--- src/rtl/serial_adder_pkg.sv ---
// Shared types and constants for the bit-serial adder.
// Imported by the interface and by the top module.
package serial_adder_pkg;

  typedef enum logic [1:0] {
    ST_IDLE  = 2'd0,
    ST_SHIFT = 2'd1,
    ST_DONE  = 2'd2
  } state_t;

  localparam int DEFAULT_WIDTH = 8;

  // Bit counter width; a 1- or 2-bit operand still needs one counter bit.
  function automatic int cnt_width(input int width);
    return (width <= 2) ? 1 : $clog2(width);
  endfunction

endpackage

--- src/rtl/serial_adder_if.sv ---
// Request/response bundle for serial_adder. The master drives the operands;
// the adder (slave) returns status, the result and its FSM state for debug.
interface serial_adder_if #(
  parameter int WIDTH = serial_adder_pkg::DEFAULT_WIDTH
);
  import serial_adder_pkg::*;

  // Handshake: a transfer happens on a rising clock edge where start=1 and
  // ready=1; a, b and cin are sampled only on that edge. start while ready=0
  // is ignored (no queuing). done is a one-cycle pulse marking the cycle in
  // which sum/cout first hold the new result; it needs no acknowledge.
  logic             start;
  logic [WIDTH-1:0] a;
  logic [WIDTH-1:0] b;
  logic             cin;
  logic             ready;
  logic             busy;
  logic             done;
  logic [WIDTH-1:0] sum;
  logic             cout;
  state_t           state;

  modport master (
    output start, a, b, cin,
    input  ready, busy, done, sum, cout, state
  );

  modport slave (
    input  start, a, b, cin,
    output ready, busy, done, sum, cout, state
  );

endinterface

--- src/rtl/serial_adder_full_add.sv ---
// The team's 1-bit full adder cell; purely combinational.
module full_add (
  input  logic a,
  input  logic b,
  input  logic cin,
  output logic sum,
  output logic cout
);

  assign sum  = a ^ b ^ cin;
  assign cout = (a & b) | (cin & (a ^ b));

endmodule

--- src/rtl/serial_adder.sv ---
// Bit-serial WIDTH-bit adder: one full-adder cell, LSB first, carry held in a
// flop between bits. Result and carry-out are registered at completion.
module serial_adder
  import serial_adder_pkg::*;
#(
  parameter int WIDTH = DEFAULT_WIDTH
) (
  input  logic           clk,
  input  logic           rst,
  serial_adder_if.slave  bus
);

  localparam int CW = cnt_width(WIDTH);

  state_t           state_q;
  logic [WIDTH-1:0] sa_q;
  logic [WIDTH-1:0] sb_q;
  logic [WIDTH-1:0] r_q;
  logic [WIDTH-1:0] r_d;
  logic [WIDTH-1:0] sum_q;
  logic             c_q;
  logic             cout_q;
  logic [CW-1:0]    cnt_q;
  logic             ready_q;
  logic             busy_q;
  logic             done_q;
  logic             fa_sum;
  logic             fa_cout;
  logic             last_bit;

  full_add u_full_add (
    .a    (sa_q[0]),
    .b    (sb_q[0]),
    .cin  (c_q),
    .sum  (fa_sum),
    .cout (fa_cout)
  );

  // New sum bit enters at the MSB so after WIDTH shifts bit 0 sits at r[0].
  generate
    if (WIDTH == 1) begin : g_r_single
      assign r_d = fa_sum;
    end else begin : g_r_multi
      assign r_d = {fa_sum, r_q[WIDTH-1:1]};
    end
  endgenerate

  assign last_bit = (cnt_q == CW'(WIDTH - 1));

  always_ff @(posedge clk or posedge rst) begin
    if (rst) begin
      state_q <= ST_IDLE;
      sa_q    <= '0;
      sb_q    <= '0;
      r_q     <= '0;
      c_q     <= 1'b0;
      cnt_q   <= '0;
      sum_q   <= '0;
      cout_q  <= 1'b0;
      ready_q <= 1'b1;
      busy_q  <= 1'b0;
      done_q  <= 1'b0;
    end else begin
      case (state_q)
        ST_IDLE, ST_DONE: begin
          if (bus.start) begin
            sa_q    <= bus.a;
            sb_q    <= bus.b;
            c_q     <= bus.cin;
            cnt_q   <= '0;
            state_q <= ST_SHIFT;
            ready_q <= 1'b0;
            busy_q  <= 1'b1;
            done_q  <= 1'b0;
          end else begin
            state_q <= ST_IDLE;
            ready_q <= 1'b1;
            busy_q  <= 1'b0;
            done_q  <= 1'b0;
          end
        end
        ST_SHIFT: begin
          sa_q  <= sa_q >> 1;
          sb_q  <= sb_q >> 1;
          c_q   <= fa_cout;
          r_q   <= r_d;
          cnt_q <= cnt_q + 1'b1;
          if (last_bit) begin
            sum_q   <= r_d;
            cout_q  <= fa_cout;
            state_q <= ST_DONE;
            ready_q <= 1'b1;
            busy_q  <= 1'b0;
            done_q  <= 1'b1;
          end
        end
        default: begin
          state_q <= ST_IDLE;
          ready_q <= 1'b1;
          busy_q  <= 1'b0;
          done_q  <= 1'b0;
        end
      endcase
    end
  end

  assign bus.ready = ready_q;
  assign bus.busy  = busy_q;
  assign bus.done  = done_q;
  assign bus.sum   = sum_q;
  assign bus.cout  = cout_q;
  assign bus.state = state_q;

  // Status flags are a pure decode of the state register.
  a_busy_not_ready : assert property (@(posedge clk) disable iff (rst)
    busy_q == !ready_q);
  a_done_only_in_done : assert property (@(posedge clk) disable iff (rst)
    done_q == (state_q == ST_DONE));

endmodule

--- src/flat_wrapper.sv ---
// flat-port wrapper written by rule: the top's interface ports become plain ports
module serial_adder_flat import serial_adder_pkg::*;
#(
  parameter int WIDTH = DEFAULT_WIDTH
)
  (clk, rst, bus_start, bus_a, bus_b, bus_cin, bus_ready, bus_busy, bus_done, bus_sum, bus_cout, bus_state);
  serial_adder_if #(.WIDTH(WIDTH)) bus_i ();
  input  logic clk;
  input  logic rst;
  input wire logic [$bits(bus_i.start)-1:0] bus_start;
  input wire logic [$bits(bus_i.a)-1:0] bus_a;
  input wire logic [$bits(bus_i.b)-1:0] bus_b;
  input wire logic [$bits(bus_i.cin)-1:0] bus_cin;
  output wire logic [$bits(bus_i.ready)-1:0] bus_ready;
  output wire logic [$bits(bus_i.busy)-1:0] bus_busy;
  output wire logic [$bits(bus_i.done)-1:0] bus_done;
  output wire logic [$bits(bus_i.sum)-1:0] bus_sum;
  output wire logic [$bits(bus_i.cout)-1:0] bus_cout;
  output wire logic [$bits(bus_i.state)-1:0] bus_state;
  assign bus_i.start = bus_start;
  assign bus_i.a = bus_a;
  assign bus_i.b = bus_b;
  assign bus_i.cin = bus_cin;
  assign bus_ready = bus_i.ready;
  assign bus_busy = bus_i.busy;
  assign bus_done = bus_i.done;
  assign bus_sum = bus_i.sum;
  assign bus_cout = bus_i.cout;
  assign bus_state = bus_i.state;
  serial_adder #(.WIDTH(WIDTH)) u_core (.clk(clk), .rst(rst), .bus(bus_i));
endmodule
--- config.mk ---
export PLATFORM = sky130hd
export DESIGN_NAME = serial_adder_flat
export DESIGN_NICKNAME = d
export VERILOG_FILES = /design/src/rtl/serial_adder_pkg.sv /design/src/rtl/serial_adder_if.sv /design/src/rtl/serial_adder_full_add.sv /design/src/rtl/serial_adder.sv /design/src/flat_wrapper.sv
export SDC_FILE = /design/constraint.sdc
export NUM_CORES = 1
export LEC_CHECK = 0
export ABC_AREA = 1
export BUFFER_PORTS_ARGS = -buffer_cell sky130_fd_sc_hd__clkbuf_2
export CAP_MARGIN = 20
export CORE_ASPECT_RATIO = 0.8
export CORE_MARGIN = 2
export CORE_UTILIZATION = 33
export CTS_CLUSTER_SIZE = 28
export DETAILED_ROUTE_END_ITERATION = 10
export RECOVER_POWER = 50
export SETUP_SLACK_MARGIN = 0.2
export SLEW_MARGIN = 20
export SYNTH_ARGS = -nofsm -noshare
export SYNTH_HDL_FRONTEND = slang
export SYNTH_SLANG_ARGS = --single-unit
--- constraint.sdc ---
create_clock -name clk -period 4 [get_ports clk]
set_clock_uncertainty 0.1 [all_clocks]
set_input_delay 0 -clock clk [delete_from_list [all_inputs] [get_ports clk]]
set_output_delay 0 -clock clk [all_outputs]
set_load 0.02 [all_outputs]
==> flow_summary.json, run 1 <==
{
  "critPathLaunchType": "input port",
  "critPathMaxFanout": 39,
  "finalWorstSetupSlack_ns": 1.74,
  "io_buffer_count": 33,
  "relSlewSlack": -0.379,
  "postSynthCellCount": 225,
  "synth_xor_area_frac": 0,
  "drtIter0Drc": 98,
  "drv_slew": 40,
  "clk_latency_ns": 0.29,
  "synth_top_flop_cell": "dfrtp_1",
  "clk_path_buf_depth": 2,
  "fin_area_um2": 2380,
  "synth_area_leaders": "dfrtp_1 51%, nand2_1 15%, inv_1 8.0%, nand3_1 8.0%, o21ai_2 3.7%",
  "ant_nets": 0,
  "syn_nets": 248,
  "rsz0062_at_grt": "no",
  "cts.sinks": 39,
  "final_nets": 297,
  "critical_path_arrival_ns": 2.16,
  "yosysTopAreaCell": "dfrtp_1",
  "antenna_found_initial": 0,
  "ys_warn_count": 0,
  "violations": "capacitance limit, slew limit",
  "finalCritPeriodShare": 0.566,
  "synth_common_cells": "73 x nand2_1, 40 x inv_1, 38 x dfrtp_1",
  "synth_simple_gate_area_frac": 0.257,
  "cts_htree_levels": 2,
  "r2r_slack_ns": 2.07,
  "tritoncts": "done",
  "synth.top_cell.area_share": 0.505,
  "grt_pass1_wl_mm": 6.38,
  "regArea_um2": 977,
  "post_cts_buffers": 0,
  "first_pass_iters": 4,
  "die_h_um": 71.5,
  "ir_worst_vdd_mv": 0.193,
  "power.density_nw_per_um2": 794,
  "core_area_um2": 5470,
  "floorplan.rows": 24,
  "synth_edf_count": 0,
  "synth_fa_ha_area_frac": 0.0239,
  "worst_setup_path_end_kind": "asynchronous set/reset pin",
  "ys_types": 19,
  "cap_violations": 1,
  "syn_area_um2": 1880,
  "cts-root-buf": "clkbuf_8",
  "antennaDiodeCount": 0,
  "placed_area_um2": 2070,
  "synthArstFlopShare": 1.00,
  "fp.dieW_um": 88.4,
  "critical_path_required_ns": 3.89,
  "min_period_ns": 2.26,
  "grtUsageTotal": 0.132,
  "fin_setup_tns_ns": 0,
  "gp_congestion": 0.735,
  "outcome": "finished with violations",
  "synth_area_per_cell_um2": 8.36,
  "dieArea_um2": 6330,
  "holdCritPathClass": "in2reg",
  "path_clk_slew_ns": 0.08,
  "synth_top_family_by_area": "simple AND/OR/NAND/NOR gates",
  "overflow": 0,
  "pin_count": 34,
  "synth-seq-cells": 39,
  "place_ws_ns": 2.05,
  "worst_pin_slew_ns": 2.07,
  "numCtsBuffers": 5,
  "drc": 0,
  "dpl.hpwl_mm": 2.52,
  "wl_mm": 3.75,
  "setup_viol_count_final": 0,
  "drive_gt1_frac": 0.185,
  "via_per_inst": 4.25,
  "fillers": 552,
  "fmax_mhz": 442,
  "grt_max_degree": 40,
  "synth-compound-area-share": 0.0665,
  "vias": 1502,
  "synthMuxAreaShare": 0,
  "synthToLayoutAreaGrowth_pct": 26.5,
  "start_util": 0.344,
  "wl_per_cell_um": 10.6,
  "yosysMostFrequentCell": "nand2_1",
  "grt_pass1_vias": 1425,
  "path_class": "in2async",
  "multi_input_area_um2": 653,
  "ys_seq_area_frac": 0.519,
  "finalHoldViolCount": 0,
  "p_leak_nw": 1.30
}
worst max-delay path: stages:
cell and delay, ns:
dlygate4sd3_1 0.53, clkbuf_2 0.10, inv_1 0.04, clkbuf_1 1.47
sequential cells by signal, indices dropped and copies added (netlist names):
register / cells
u_core.bus.sum: 8
u_core.r_q: 7
u_core.bus.done: 1
u_core.bus.ready: 1
u_core.sa_q: 8
u_core.c_q: 1
u_core.bus.busy: 1
u_core.sb_q: 8
u_core.cnt_q: 3
u_core.bus.cout: 1
cell families (layout without fill, tap and decap cells):
kind of cell	after synthesis	in the layout
AND/OR/NAND/NOR	110	110
buffers and inverters	54	104
flip-flops	39	39
AO/OA/AOI/OAI	19	19
adder cells (fa/ha/maj)	3	3
what timing repair did:
action	4_1_cts	5_1_grt
hold buffers	19	0
hold endpoints to repair	57	0
resized for setup	0	0
layout by cell type, fill, tap and decap left out:
cell / count
ha_1: 2
nor2_4: 1
clkbuf_8: 5
clkinvlp_4: 1
clkbuf_2: 26
clkbuf_1: 8
dlygate4sd3_1: 19
dfrtp_1: 38
nand2_1: 73
fa_1: 1
inv_1: 40
nor2_1: 2
nand2_2: 1
a21oi_1: 1
bufinv_16: 2
inv_4: 2
inv_2: 1
nand3_1: 30
nand2_4: 3
o21ai_2: 8
o21ai_0: 10
dfstp_2: 1
layer usage:
| layer | GRT usage | wire [µm] | up-vias |
|---|---|---|---|
| li1 | - | - | 774 |
| met1 | 0.177 | 1820 | 686 |
| met2 | 0.201 | 1690 | 37 |
| met3 | 0.0357 | 190 | 5 |
| met4 | 0.0556 | 58 | 0 |
| met5 | 0 | 0 | - |
area by class of cell:
type | instances | share of cell area
flip-flops and latches | 39 | 0.410
multi-input cells | 132 | 0.274
repair buffers | 53 | 0.147
inverters | 43 | 0.0699
well taps | 78 | 0.0410
clock buffers | 5 | 0.0289
clock inverters | 3 | 0.0284
report_power, final:
part	total, mW	switching (mW)	internal [mW]
clock network	0.394	0.146	0.249
registers	0.716	0.131	0.585
logic	0.780	0.505	0.274
metrics by stage:
step / util / std cells / total power [mW] / hold WS [ns]
after floorplan: - / 225 / 1.36 / 0.0210
after global placement: 0.378 / 326 / 1.48 / 0.0254
after detailed placement: 0.378 / 326 / 1.51 / 0.0281
after CTS: 0.438 / 353 / 1.92 / 0.255
after global routing: 0.436 / 353 / 2.06 / 0.409
final: 0.436 / 353 / 1.89 / 0.375
worst paths after layout:
kind                            depth (start not counted)        startpoint                end
worst max-delay path                                    4               rst    u_core.cnt_q[2]
worst max register to register                          5   u_core.bus.busy     u_core.sa_q[3]
min in group asynchronous                               4               rst  u_core.bus.sum[0]
worst min-delay path                                    4          bus_a[7]     u_core.sa_q[7]
worst min register to register                          2  u_core.bus.ready   u_core.bus.ready
max in group clk                                        5   u_core.bus.busy     u_core.sa_q[3]
Power figures use the tool's default switching activity.
==> inputs of run 2 (changes only) <==
==> constraint.sdc (replaced) <==
create_clock -name clk -period 1.95 [get_ports clk]
set_clock_uncertainty 0.1 [all_clocks]
set_input_delay 0 -clock clk [delete_from_list [all_inputs] [get_ports clk]]
set_output_delay 0 -clock clk [all_outputs]
set_load 0.02 [all_outputs]
==> flow_summary.json, run 2 (same netlist as run 1, synthesis figures left out) <==
{
  "grt_pass1_vias": 1409,
  "cap_violations": 0,
  "io_buffer_count": 33,
  "tritoncts": "done",
  "dieArea_um2": 6330,
  "antenna_found_initial": 0,
  "drtIter0Drc": 118,
  "outcome": "finished, final reports clean",
  "cpPeakStageDelay_ns": 0.40,
  "drc": 0,
  "overflow": 0,
  "finish.utilization": 0.436,
  "grt_pass1_wl_mm": 6.53,
  "ir_worst_vdd_mv": 0.375,
  "die_h_um": 71.5,
  "drv_slew": 0,
  "post_cts_buffers": 0,
  "final_cell_mix": "73 x nand2_1, 40 x inv_1, 38 x dfrtp_1",
  "pin_count": 34,
  "core_area_um2": 5470,
  "cp.buffers_inverters": 1,
  "cts.sinks": 39,
  "critPathMaxFanout": 18,
  "grtUsageTotal": 0.135,
  "floorplan.rows": 24,
  "min_period_ns": 1.44,
  "worst_pin_slew_ns": 0.967,
  "cp_top_family": "adder cells",
  "cts_htree_levels": 2,
  "fp.dieW_um": 88.4,
  "power.density_nw_per_um2": 1600,
  "gp_congestion": 0.741,
  "fin_setup_tns_ns": 0,
  "vias": 1504,
  "path_class": "reg2reg",
  "wl_mm": 3.85,
  "ant_nets": 0,
  "dpl.hpwl_mm": 2.50,
  "finalCritPeriodShare": 0.736,
  "synthToLayoutAreaGrowth_pct": 26.5,
  "antennaDiodeCount": 0,
  "start_util": 0.344,
  "drive_gt1_frac": 0.198,
  "critical_path_arrival_ns": 1.54,
  "numCtsBuffers": 5,
  "via_per_inst": 4.22,
  "grt_max_degree": 40,
  "mostFrequentLayoutCell": "nand2_1",
  "clk_path_buf_depth": 2,
  "cts-root-buf": "clkbuf_8",
  "placed_area_um2": 2090,
  "first_pass_iters": 4,
  "worstPathCellList": "ha_1 > ha_1 > nand2_4 > inv_1 > nand2_1 > nand2_1",
  "path_clk_slew_ns": 0.09,
  "finalHoldViolCount": 0,
  "fmax_mhz": 697,
  "final_nets": 300,
  "fin_area_um2": 2380,
  "clk_latency_ns": 0.30,
  "cp_slowest_cell": "dfrtp_1",
  "relSlewSlack": 0.355,
  "setup_viol_count_final": 0,
  "critPathLaunchType": "flop",
  "worst_setup_path_end_kind": "flop",
  "ctsResizeCount": 0,
  "holdCritPathClass": "reg2reg",
  "postCtsHoldBufs": 19,
  "p_leak_nw": 1.31,
  "wl_per_cell_um": 10.8,
  "critical_path_required_ns": 2.05,
  "rsz0062_at_grt": "no"
}
[run 2: changes by cell type in the layout (fill, tap and decap cells not counted), sizes merged]
cell and change:
buf +3, bufinv -1, clkinv +2, clkinvlp -1
[run 2: final cells by class]
class,instances,area [µm²]
clock inverter,3,43.8
multi-input combinational,132,653
tap,78,97.6
sequential,39,977
clock buffer,5,68.8
fill,584,3080
timing repair buffer,56,374
inverter,43,166
[run 2: power by group]
part           internal [mW]  switching, mW
Sequential              1.20          0.229
Combinational          0.596           1.09
Clock                  0.381          0.315
[run 2: metal layers]
layer,GRT usage,vias up,wire (µm)
met5,0,-,0
met2,0.200,29,1720
li1,-,780,-
met3,0.0380,7,177
met1,0.185,688,1870
met4,0.0606,0,78
[run 2: worst paths after layout]
path / startpoint / to / slack (ns) / cells after the start
worst max-delay path: u_core.cnt_q[0] / u_core.bus.sum[0] / 0.51 / 6
worst min-delay path: u_core.bus.ready / u_core.bus.ready / 0.38 / 2
worst max register to register: u_core.cnt_q[0] / u_core.bus.sum[0] / 0.51 / 6
worst min register to register: u_core.bus.ready / u_core.bus.ready / 0.38 / 2
max in group asynchronous: rst / u_core.sb_q[3] / 0.73 / 4
min in group asynchronous: rst / u_core.bus.sum[0] / 0.42 / 4
[run 2: per-stage QoR]
stage | power, mW | hold slack, ns | setup slack [ns] | instances
4_1_cts | 3.88 | 0.262 | 0.507 | 356
5_1_grt | 4.19 | 0.391 | 0.438 | 356
6_report | 3.81 | 0.376 | 0.515 | 356
3_3_place_gp | 3.10 | 0.0274 | 0.524 | 329
2_1_floorplan | 2.80 | 0.0210 | 0.593 | 225
3_5_place_dp | 3.15 | 0.0351 | 0.503 | 329
[run 2: tightest hold or removal path: stages, from the launching register on]
cell	delay, ns
dfstp_2	0.38
nand2_1	0.05
nand2_1	0.05
==> inputs of run 3 (changes only) <==
==> constraint.sdc (replaced) <==
create_clock -name clk -period 1.48 [get_ports clk]
set_clock_uncertainty 0.1 [all_clocks]
set_input_delay 0 -clock clk [delete_from_list [all_inputs] [get_ports clk]]
set_output_delay 0 -clock clk [all_outputs]
set_load 0.02 [all_outputs]
==> flow_summary.json, run 3 (same netlist as run 1, synthesis figures left out) <==
{
  "outcome": "finished, final reports clean",
  "holdCritPathClass": "in2async",
  "grt_pass1_wl_mm": 6.69,
  "min_period_ns": 1.29,
  "clk_latency_ns": 0.30,
  "p_leak_nw": 1.41,
  "first_pass_iters": 4,
  "synthToLayoutAreaGrowth_pct": 42.0,
  "cts_htree_levels": 2,
  "numCtsBuffers": 5,
  "worst_pin_slew_ns": 0.455,
  "antennaDiodeCount": 0,
  "ir_worst_vdd_mv": 0.726,
  "rsz0062_at_grt": "yes",
  "relSlewSlack": 0.697,
  "finalWorstSetupSlack_ns": 0.190,
  "worst_setup_path_end_kind": "flop",
  "r2r-start": "u_core.c_q",
  "antenna_found_initial": 0,
  "stdcell_count": 373,
  "tritoncts": "done",
  "placedCellCount": 330,
  "rr_worst_depth": 3,
  "cp.buffers_inverters": 1,
  "setup_viol_count_final": 0,
  "grtUsageTotal": 0.140,
  "fp.dieW_um": 88.4,
  "finalHoldViolCount": 0,
  "drc": 0,
  "cts-root-buf": "clkbuf_8",
  "power.density_nw_per_um2": 2170,
  "pin_count": 34,
  "core_area_um2": 5470,
  "worstPathCellList": "fa_2 > inv_2 > o21ai_2",
  "vias": 1628,
  "fin_setup_tns_ns": 0,
  "drive_gt1_frac": 0.298,
  "critPathMaxFanout": 2,
  "cts.sinks": 39,
  "cp_slowest_cell": "fa_2",
  "p_comb_frac": 0.540,
  "switching_share": 0.429,
  "critical_path_arrival_ns": 1.42,
  "critical_path_required_ns": 1.61,
  "floorplan.rows": 24,
  "start_util": 0.344,
  "switching_power_mw": 2.49,
  "r2r-end": "u_core.r_q[7]",
  "finalCritPeriodShare": 0.872,
  "dieArea_um2": 6330,
  "r2r_slack_ns": 0.19,
  "cp_top_family": "adder cells",
  "overflow": 0,
  "fmax_mhz": 775,
  "wl_per_cell_um": 11.1,
  "cap_violations": 0,
  "gp_congestion": 0.800,
  "seq_power_share": 0.332,
  "final_nets": 317,
  "via_per_inst": 4.36,
  "drv_slew": 0,
  "power.internal_mw": 3.32,
  "path_clk_slew_ns": 0.07,
  "critPathLaunchType": "flop",
  "finalHoldWorstSlack_ns": 0.106,
  "ant_nets": 0,
  "place_ws_ns": 0.0693,
  "io_buffer_count": 33,
  "mostFrequentLayoutCell": "nand2_1",
  "clockPowerShare": 0.128,
  "drtIter0Drc": 101,
  "clk_path_buf_depth": 2,
  "grt_pass1_vias": 1463,
  "final_cell_mix": "66 x nand2_1, 37 x inv_1, 36 x dfrtp_1",
  "wl_mm": 4.14,
  "cpPeakStageDelay_ns": 0.58,
  "die_h_um": 71.5,
  "grt_max_degree": 22,
  "dpl.hpwl_mm": 2.58,
  "path_class": "reg2reg"
}
run 3: cell count changes in the layout (fill, tap and decap cells not counted), moves of 3 or more:
cell	delta
nand2_2	+3
nand2_1	-7
inv_1	-3
clkbuf_1	+3
nand2_4	+3
buf_4	+6
buf_6	+3
nand2_8	+4
run 3: how the worst max path moves through the flow:
| stage | from | to | depth (start not counted) |
|---|---|---|---|
| 2_1_floorplan | u_core.bus.busy | u_core.sa_q[0] | 8 |
| 6_report | u_core.c_q | u_core.r_q[7] | 3 |
| 4_1_cts | u_core.cnt_q[0] | u_core.bus.sum[0] | 6 |
| 3_3_place_gp | u_core.cnt_q[0] | u_core.bus.sum[0] | 6 |
| 5_1_grt | u_core.c_q | u_core.r_q[7] | 3 |
| 3_5_place_dp | u_core.cnt_q[0] | u_core.bus.sum[0] | 6 |
run 3: worst min-delay path: stages:
cell,delay [ns]
dlygate4sd3_1,0.53
clkbuf_2,0.10
inv_1,0.29
run 3: per-layer routing:
layer,up-vias,global-route usage,share of wire
li1,825,-,-
met1,764,0.196,0.48
met2,30,0.197,0.46
met3,9,0.0415,0.044
met4,0,0.0657,0.014
met5,-,0,0
run 3: through the flow:
| step | utilization | power [mW] | cell area [µm²] |
|---|---|---|---|
| 6_report | 0.489 | 5.81 | 2670 |
| 3_3_place_gp | 0.388 | 4.16 | 2120 |
| 3_5_place_dp | 0.388 | 4.21 | 2120 |
| 5_1_grt | 0.489 | 6.31 | 2670 |
| 2_1_floorplan | - | 3.71 | 1900 |
| 4_1_cts | 0.449 | 5.19 | 2450 |
run 3: what timing repair did:
item | 4_1_cts | 5_1_grt
setup buffers | 1 | 11
endpoints found under the hold margin | 57 | 0
cloned | 1 | 3
pin swaps | 2 | 9
resized for setup | 9 | 26
endpoints found under the setup margin | 29 | 32
hold buffers | 19 | 0
run 3: power by group through the flow:
stage                     clock, mW  sequential, mW  combinational, mW
after global placement            0            1.90               2.26
final                         0.740            1.93               3.14
after CTS                     0.761            1.90               2.53
after detailed placement          0            1.90               2.31
after floorplan                   0            1.99               1.72
after global routing          0.812            1.99               3.51
run 3: area by class of cell:
type | instances | area (µm²)
multi-input combinational | 135 | 795
clock inverter | 1 | 5.00
inverter | 43 | 174
timing repair buffer | 70 | 536
sequential | 39 | 980
fill | 546 | 2790
tap | 78 | 97.6
clock buffer | 7 | 86.3
